<file path="config.mk">
export PLATFORM = sky130hd
export DESIGN_NAME = car_sequencer_flat
export DESIGN_NICKNAME = d
export VERILOG_FILES = /design/src/rtl/car_sequencer_if.sv /design/src/rtl/car_sequencer.sv /design/src/flat_wrapper.sv
export SDC_FILE = /design/constraint.sdc
export NUM_CORES = 1
export LEC_CHECK = 0
export ABC_AREA = 1
export CAP_MARGIN = 0
export CORE_MARGIN = 2
export CORE_UTILIZATION = 35
export CTS_CLUSTER_SIZE = 16
export DETAILED_ROUTE_END_ITERATION = 16
export HOLD_SLACK_MARGIN = 0.12
export MAX_ROUTING_LAYER = met4
export PLACE_DENSITY = 0.64
export SYNTH_ARGS = -nofsm -noshare
export SYNTH_HDL_FRONTEND = slang
export SYNTH_SLANG_ARGS = --single-unit
</file>
<file path="constraint.sdc">
create_clock -name clk -period 3.6 [get_ports clk]
set_input_delay 0.54 -clock clk [delete_from_list [all_inputs] [get_ports clk]]
set_output_delay 0.54 -clock clk [all_outputs]
set_load 0.02 [all_outputs]
</file>
<file path="src/rtl/car_sequencer_if.sv">
// Bundle for the car sequencer: enable, direction request and call inputs from the controller,
// car status and call-clear pulses back from the sequencer.
interface car_sequencer_if;
  logic        enable;
  logic [1:0]  nextDirection;
  logic [13:0] floorButton;
  logic [7:1]  internalButton;
  logic [2:0]  currentFloor;
  logic [1:0]  currentDirection;
  logic        doorState;
  logic        move;
  logic [13:0] clearFloor;
  logic [7:1]  clearInternal;

  modport master (
    output enable, nextDirection, floorButton, internalButton,
    input  currentFloor, currentDirection, doorState, move, clearFloor, clearInternal
  );

  modport slave (
    input  enable, nextDirection, floorButton, internalButton,
    output currentFloor, currentDirection, doorState, move, clearFloor, clearInternal
  );
endinterface

</file>
<file path="src/rtl/car_sequencer.sv">
// Single-car elevator sequencer: IDLE / DOOR_OPEN / MOVING with registered outputs.
// Define CAR_SEQUENCER_DOOR_REOPEN_EN to let a current-floor request hold the door open.
module car_sequencer #(
  parameter int unsigned FLOOR_TICKS = 8,
  parameter int unsigned DOOR_TICKS  = 4
) (
  input logic            clk,
  input logic            reset,
  car_sequencer_if.slave bus
);
  localparam logic [1:0] DirStop = 2'b00;
  localparam logic [1:0] DirUp   = 2'b10;
  localparam logic [1:0] DirDown = 2'b01;
  localparam logic [7:0] FloorCnt = 8'(FLOOR_TICKS);
  localparam logic [7:0] DoorCnt  = 8'(DOOR_TICKS);

  typedef enum logic [1:0] {StIdle, StDoorOpen, StMoving} state_e;

  state_e      state_q, state_d;
  logic [2:0]  floor_q, floor_d;
  logic [1:0]  dir_q, dir_d;
  logic        door_q, door_d;
  logic        move_q, move_d;
  logic [7:0]  door_cnt_q, door_cnt_d;
  logic [7:0]  travel_cnt_q, travel_cnt_d;
  logic [13:0] clear_floor_q, clear_floor_d;
  logic [7:1]  clear_int_q, clear_int_d;

  logic [7:1]  req_floor;
  logic [2:0]  nxt_floor;
  logic        going_up, req_here, calls_beyond, stop_here;
  logic        int_nxt, up_nxt, dn_nxt, do_clear;
  int          cur_f, nxt_f, clear_f;

  // Request decode for the current floor and for the floor about to be reached.
  always_comb begin
    going_up     = (dir_q == DirUp);
    nxt_floor    = going_up ? floor_q + 3'd1 : floor_q - 3'd1;
    cur_f        = int'(floor_q);
    nxt_f        = int'(nxt_floor);
    req_floor    = '0;
    req_here     = 1'b0;
    calls_beyond = 1'b0;
    int_nxt      = 1'b0;
    up_nxt       = 1'b0;
    dn_nxt       = 1'b0;
    for (int f = 1; f <= 7; f++) begin
      req_floor[f] = bus.internalButton[f] | bus.floorButton[2*f-1] | bus.floorButton[2*f-2];
      if (f == cur_f) req_here = req_floor[f];
      if (f == nxt_f) begin
        int_nxt = bus.internalButton[f];
        up_nxt  = bus.floorButton[2*f-1];
        dn_nxt  = bus.floorButton[2*f-2];
      end
      if (going_up ? (f > nxt_f) : (f < nxt_f)) calls_beyond = calls_beyond | req_floor[f];
    end
    stop_here = int_nxt | (going_up ? up_nxt : dn_nxt) |
                (going_up ? (nxt_floor == 3'd7) : (nxt_floor == 3'd1)) | ~calls_beyond;
  end

  always_comb begin
    state_d       = state_q;
    floor_d       = floor_q;
    dir_d         = dir_q;
    door_d        = door_q;
    move_d        = move_q;
    door_cnt_d    = door_cnt_q;
    travel_cnt_d  = travel_cnt_q;
    clear_floor_d = '0;
    clear_int_d   = '0;
    do_clear      = 1'b0;
    clear_f       = 0;
    if (bus.enable) begin
      unique case (state_q)
        StIdle: begin
          if (req_here) begin
            state_d    = StDoorOpen;
            door_d     = 1'b1;
            door_cnt_d = DoorCnt;
            do_clear   = 1'b1;
            clear_f    = cur_f;
          end else if (bus.nextDirection == DirUp && floor_q != 3'd7) begin
            state_d      = StMoving;
            move_d       = 1'b1;
            dir_d        = DirUp;
            travel_cnt_d = FloorCnt;
          end else if (bus.nextDirection == DirDown && floor_q != 3'd1) begin
            state_d      = StMoving;
            move_d       = 1'b1;
            dir_d        = DirDown;
            travel_cnt_d = FloorCnt;
          end else if (bus.nextDirection != 2'b11) begin
            dir_d = bus.nextDirection;
          end
        end
        StDoorOpen: begin
`ifdef CAR_SEQUENCER_DOOR_REOPEN_EN
          if (req_here) begin
            door_cnt_d = DoorCnt;
            do_clear   = 1'b1;
            clear_f    = cur_f;
          end else if (door_cnt_q <= 8'd1) begin
            state_d    = StIdle;
            door_d     = 1'b0;
            door_cnt_d = '0;
          end else begin
            door_cnt_d = door_cnt_q - 8'd1;
          end
`else
          if (door_cnt_q <= 8'd1) begin
            state_d    = StIdle;
            door_d     = 1'b0;
            door_cnt_d = '0;
          end else begin
            door_cnt_d = door_cnt_q - 8'd1;
          end
`endif
        end
        StMoving: begin
          if (travel_cnt_q <= 8'd1) begin
            floor_d = nxt_floor;
            if (stop_here) begin
              state_d      = StDoorOpen;
              move_d       = 1'b0;
              door_d       = 1'b1;
              door_cnt_d   = DoorCnt;
              travel_cnt_d = '0;
              do_clear     = 1'b1;
              clear_f      = nxt_f;
            end else begin
              travel_cnt_d = FloorCnt;
            end
          end else begin
            travel_cnt_d = travel_cnt_q - 8'd1;
          end
        end
        default: state_d = StIdle;
      endcase
    end
    if (do_clear) begin
      for (int f = 1; f <= 7; f++) begin
        if (f == clear_f) begin
          clear_int_d[f]       = 1'b1;
          clear_floor_d[2*f-1] = 1'b1;
          clear_floor_d[2*f-2] = 1'b1;
        end
      end
    end
  end

  always_ff @(posedge clk or negedge reset) begin
    if (!reset) begin
      state_q       <= StIdle;
      floor_q       <= 3'd1;
      dir_q         <= DirStop;
      door_q        <= 1'b0;
      move_q        <= 1'b0;
      door_cnt_q    <= '0;
      travel_cnt_q  <= '0;
      clear_floor_q <= '0;
      clear_int_q   <= '0;
    end else begin
      state_q       <= state_d;
      floor_q       <= floor_d;
      dir_q         <= dir_d;
      door_q        <= door_d;
      move_q        <= move_d;
      door_cnt_q    <= door_cnt_d;
      travel_cnt_q  <= travel_cnt_d;
      clear_floor_q <= clear_floor_d;
      clear_int_q   <= clear_int_d;
    end
  end

  assign bus.currentFloor     = floor_q;
  assign bus.currentDirection = dir_q;
  assign bus.doorState        = door_q;
  assign bus.move             = move_q;
  assign bus.clearFloor       = clear_floor_q;
  assign bus.clearInternal    = clear_int_q;
endmodule

</file>
<file path="src/flat_wrapper.sv">
// flat-port wrapper written by rule: the top's interface ports become plain ports
module car_sequencer_flat 
#(
  parameter int unsigned FLOOR_TICKS = 8,
  parameter int unsigned DOOR_TICKS  = 4
)
  (clk, reset, bus_enable, bus_nextDirection, bus_floorButton, bus_internalButton, bus_currentFloor, bus_currentDirection, bus_doorState, bus_move, bus_clearFloor, bus_clearInternal);
  car_sequencer_if bus_i ();
  input logic clk;
  input logic reset;
  input wire logic [$bits(bus_i.enable)-1:0] bus_enable;
  input wire logic [$bits(bus_i.nextDirection)-1:0] bus_nextDirection;
  input wire logic [$bits(bus_i.floorButton)-1:0] bus_floorButton;
  input wire logic [$bits(bus_i.internalButton)-1:0] bus_internalButton;
  output wire logic [$bits(bus_i.currentFloor)-1:0] bus_currentFloor;
  output wire logic [$bits(bus_i.currentDirection)-1:0] bus_currentDirection;
  output wire logic [$bits(bus_i.doorState)-1:0] bus_doorState;
  output wire logic [$bits(bus_i.move)-1:0] bus_move;
  output wire logic [$bits(bus_i.clearFloor)-1:0] bus_clearFloor;
  output wire logic [$bits(bus_i.clearInternal)-1:0] bus_clearInternal;
  assign bus_i.enable = bus_enable;
  assign bus_i.nextDirection = bus_nextDirection;
  assign bus_i.floorButton = bus_floorButton;
  assign bus_i.internalButton = bus_internalButton;
  assign bus_currentFloor = bus_i.currentFloor;
  assign bus_currentDirection = bus_i.currentDirection;
  assign bus_doorState = bus_i.doorState;
  assign bus_move = bus_i.move;
  assign bus_clearFloor = bus_i.clearFloor;
  assign bus_clearInternal = bus_i.clearInternal;
  car_sequencer #(.FLOOR_TICKS(FLOOR_TICKS), .DOOR_TICKS(DOOR_TICKS)) u_core (.clk(clk), .reset(reset), .bus(bus_i));
endmodule
</file>
==> run_results.csv <==
group,metric,value,unit
global_routing,grt_antenna_before_repair,0,
detailed_routing,postRouteAntennaNets,0,
global_routing,grt_pass1_wl,11000,um
clock_network,cts_tree,"done",
sta,hold_viol_final,0,
setup_path,worstPathRequired,3.82,ns
detailed_routing,wire_per_inst,12.2,um
sta,setup_ws,0.420,ns
status,outcome,"finished, final reports clean",
clock_network,cts_resized,0,
sta,setup_viol,0,
synthesis,synth_common_cells,"nand2_1, nor2_1, inv_1",
detailed_routing,first_iter_violations,134,
finish,nets,450,
setup_path,critPathBufInv,2,
placement,port_buffers,53,
synthesis,synth.net_count,407,
placement,place_area,3120,um2
synthesis,synth_top_family_by_area,"simple AND/OR/NAND/NOR gates",
sta,slew_headroom,0.701,
pwr,powerDensity,889,nW/um2
clock_network,root_buffer,"clkbuf_8",
finish,design_area,3220,um2
sta,setup_tns,0,ns
setup_path,slowest_stage,"dfstp_2",
global_routing,grt_max_degree,33,
placement,dp_hpwl,4940,um
clock_network,clk_latency,0.29,ns
detailed_routing,vias,2452,
synthesis,synth_cell_type_count,36,
synthesis,yosysWarningCount,0,
finish,stdcell_count,513,
die,rows,31,
setup_path,critPathKind,"flip-flop to flip-flop",
run,drv_cap,0,
synthesis,synth_ff_type,"dfrtp_1",
finish,syn_to_final_growth,23.4,%
die,ioPinCount,54,
setup_path,path_max_fanout,13,
sta,slew_viol_final,0,
sta,finalCriticalPeriod,3.18,ns
synthesis,syn_area,2600,um2
setup_path,max_stage_delay,0.71,ns
setup_path,cp_cell_sequence,"inv_1 -> ha_1 -> inv_1 -> nand3_1 -> a21oi_1 -> nand3_1 -> nand3_1 -> nor2_1 -> nor2_1 -> nor2_2 -> nand3_2 -> nand2_1 -> a21oi_1 -> nand2_1 -> nor2_1",
synthesis,synth_area_leaders,"dfrtp_1, nand2_1, nand3_1, nor2_1, inv_1",
clock_network,cts_sinks,32,
synthesis,syn_avg_cell_area,7.04,um2
detailed_routing,drc_errors,0,
placement,place.gp.congestion,0.921,
clock_network,post_cts_buffers,0,
synthesis,ys_ff_latch,32,
synthesis,yosysSeqAreaShare,0.308,
worst_hold_path,hold_class,"flip-flop to flip-flop",
synthesis,async_flop_share,1.00,
setup_path,startpoint_type,"flip-flop",
sta,fin_crit_sh,0.883,
detailed_routing,via_per_inst,4.78,
pwr,combPwrFrac,0.674,
synthesis,synth_cells,370,
setup_path,cp.arrival,3.40,ns
global_routing,grt_use_total,0.167,
die,dieArea,8150,um2
placement,preCtsSetupSlack,0.445,ns
clock_network,htree_num_levels,2,
synthesis,synth_xor_area_frac,0.0235,
clock_network,clk_pin_slew_worst_paths,0.07,ns
global_routing,overflow,0,
pwr,power_leakage,1.51,nW
sta,fin_skew,0.00832,ns
synthesis,synth-adder-area-share,0.0528,
die,die_h,90.3,um
setup_path,setup.worst_path.end_class,"flip-flop",
pwr,p_sw,1.54,mW
setup_path,cp_top_family,"simple AND/OR/NAND/NOR gates",
finish,drive_gt1_frac,0.116,
finish,antennaDiodeCount,0,
synthesis,yosys.area.top_type,"dfrtp_1",
die,die_w,90.3,um
synthesis,yosysMostFrequentCell,"nand2_1",
synthesis,synth_edf_count,0,
pwr,clkPwrFrac,0.098,
sta,max_clock_freq,0.314,GHz
synthesis,netlist.area_leader.share,0.298,
clock_network,cts_hold_buf,0,
pwr,p_seq_frac,0.228,
die,start_util,0.361,
pwr,p_sw_frac,0.539,
finish,n_fill_cell,742,
global_routing,grt_pass1_vias,2378,
sta,tightest_slew,0.444,ns
pwr,design_power_total,2.86,mW
synthesis,synth_compound_area_frac,0.113,
synthesis,synth_mux_area_frac,0,
sta,rsz0062_at_grt,"no",
clock_network,cts_buffers,5,
die,core,7210,um2
placement,place_inst,505,
pwr,peakVddDrop,0.350,mV
detailed_routing,dr.pass1.iters,4,
clock_network,ctsLongestPathBuffers,2,
synthesis,yosys.area_share.simple,0.382,
detailed_routing,routed_wl,6260,um
pwr,p_int,1.32,mW
cell type report:
type / instances / area [um2] / share of cell area
Clock buffer: 5 / 68.8 / 0.0214
Clock inverter: 3 / 23.8 / 0.00739
Inverter: 44 / 170 / 0.0529
Multi-Input combinational cell: 276 / 1490 / 0.463
Sequential cell: 32 / 802 / 0.249
Tap cell: 99 / 124 / 0.0385
Timing Repair Buffer: 54 / 538 / 0.167
worst reg2reg max path, delay by kind of cell, from the launching register on:
family | cells | cell delay [ns]
buffers and inverters | 2 | 0.36
DFF | 1 | 0.71
and+or+nand+nor | 10 | 1.04
AOI/OAI and AO/OA | 2 | 0.62
adders and majority gates | 1 | 0.39
registers in the layout, summed over array words and instances, names as in the netlist:
register / flops
u_core.travel_cnt_q: 8
u_core.bus.doorState: 1
u_core.bus.currentFloor: 3
u_core.door_cnt_q: 8
u_core.bus.clearFloor: 7
u_core.bus.move: 1
u_core.state_q: 2
u_core.bus.currentDirection: 2
final timing paths:
check	cells past startpoint	slack, ns	startpoint	endpoint
max	15	0.42	u_core.bus.currentFloor[0]	u_core.bus.clearFloor[9]
min reg2reg	2	0.51	u_core.bus.doorState	u_core.bus.doorState
max in group asynchronous	2	2.62	reset	u_core.bus.currentFloor[0]
min in group asynchronous	2	0.64	reset	u_core.travel_cnt_q[7]
max reg2reg	15	0.42	u_core.bus.currentFloor[0]	u_core.bus.clearFloor[9]
min	2	0.51	u_core.bus.doorState	u_core.bus.doorState
placed cells by master, fill, tap and decap left out, types with 4 or more instances in the layout:
cell type         n
nand2_1          88
nand2_2           7
a21oi_1          14
ha_1             11
nand2_4           7
inv_1            38
o21ai_2           7
nand3_1          35
nor3_1            7
or3_1             4
nor2_1           43
xor2_1            6
inv_2             4
o21ai_0          13
nand4_1           6
clkdlybuf4s50_1  53
clkbuf_8          5
dfrtp_1          31
kinds of logic (layout without fill, tap and decap cells):
family / Yosys count / in the layout
AO/OA/AOI/OAI: 47 / 47
AND/OR/NAND/NOR: 211 / 211
XOR/XNOR: 7 / 7
buffers and inverters: 62 / 106
flip-flops: 32 / 32
adder cells (fa/ha/maj): 11 / 11
power groups by stage:
stage / combinational [mW] / sequential [mW] / clock (mW)
final: 1.93 / 0.651 / 0.280
after global routing: 2.19 / 0.673 / 0.304
after CTS: 1.93 / 0.648 / 0.289
after detailed placement: 1.92 / 0.652 / 0
after global placement: 1.89 / 0.651 / 0
after floorplan: 1.52 / 0.646 / 0
through the flow:
stage,hold WS [ns],util
floorplan,0.244,-
global placement,0.474,0.433
detailed placement,0.484,0.433
CTS,0.506,0.446
global route,0.572,0.446
finish,0.510,0.446
per-layer routing:
| layer | share of wire | global-route usage |
|---|---|---|
| met1 | 0.48 | 0.226 |
| met2 | 0.44 | 0.251 |
| met3 | 0.068 | 0.0442 |
| met4 | 0.010 | 0.0423 |
| met5 | 0 | - |
No activity file was read; power rests on OpenSTA's default activity.
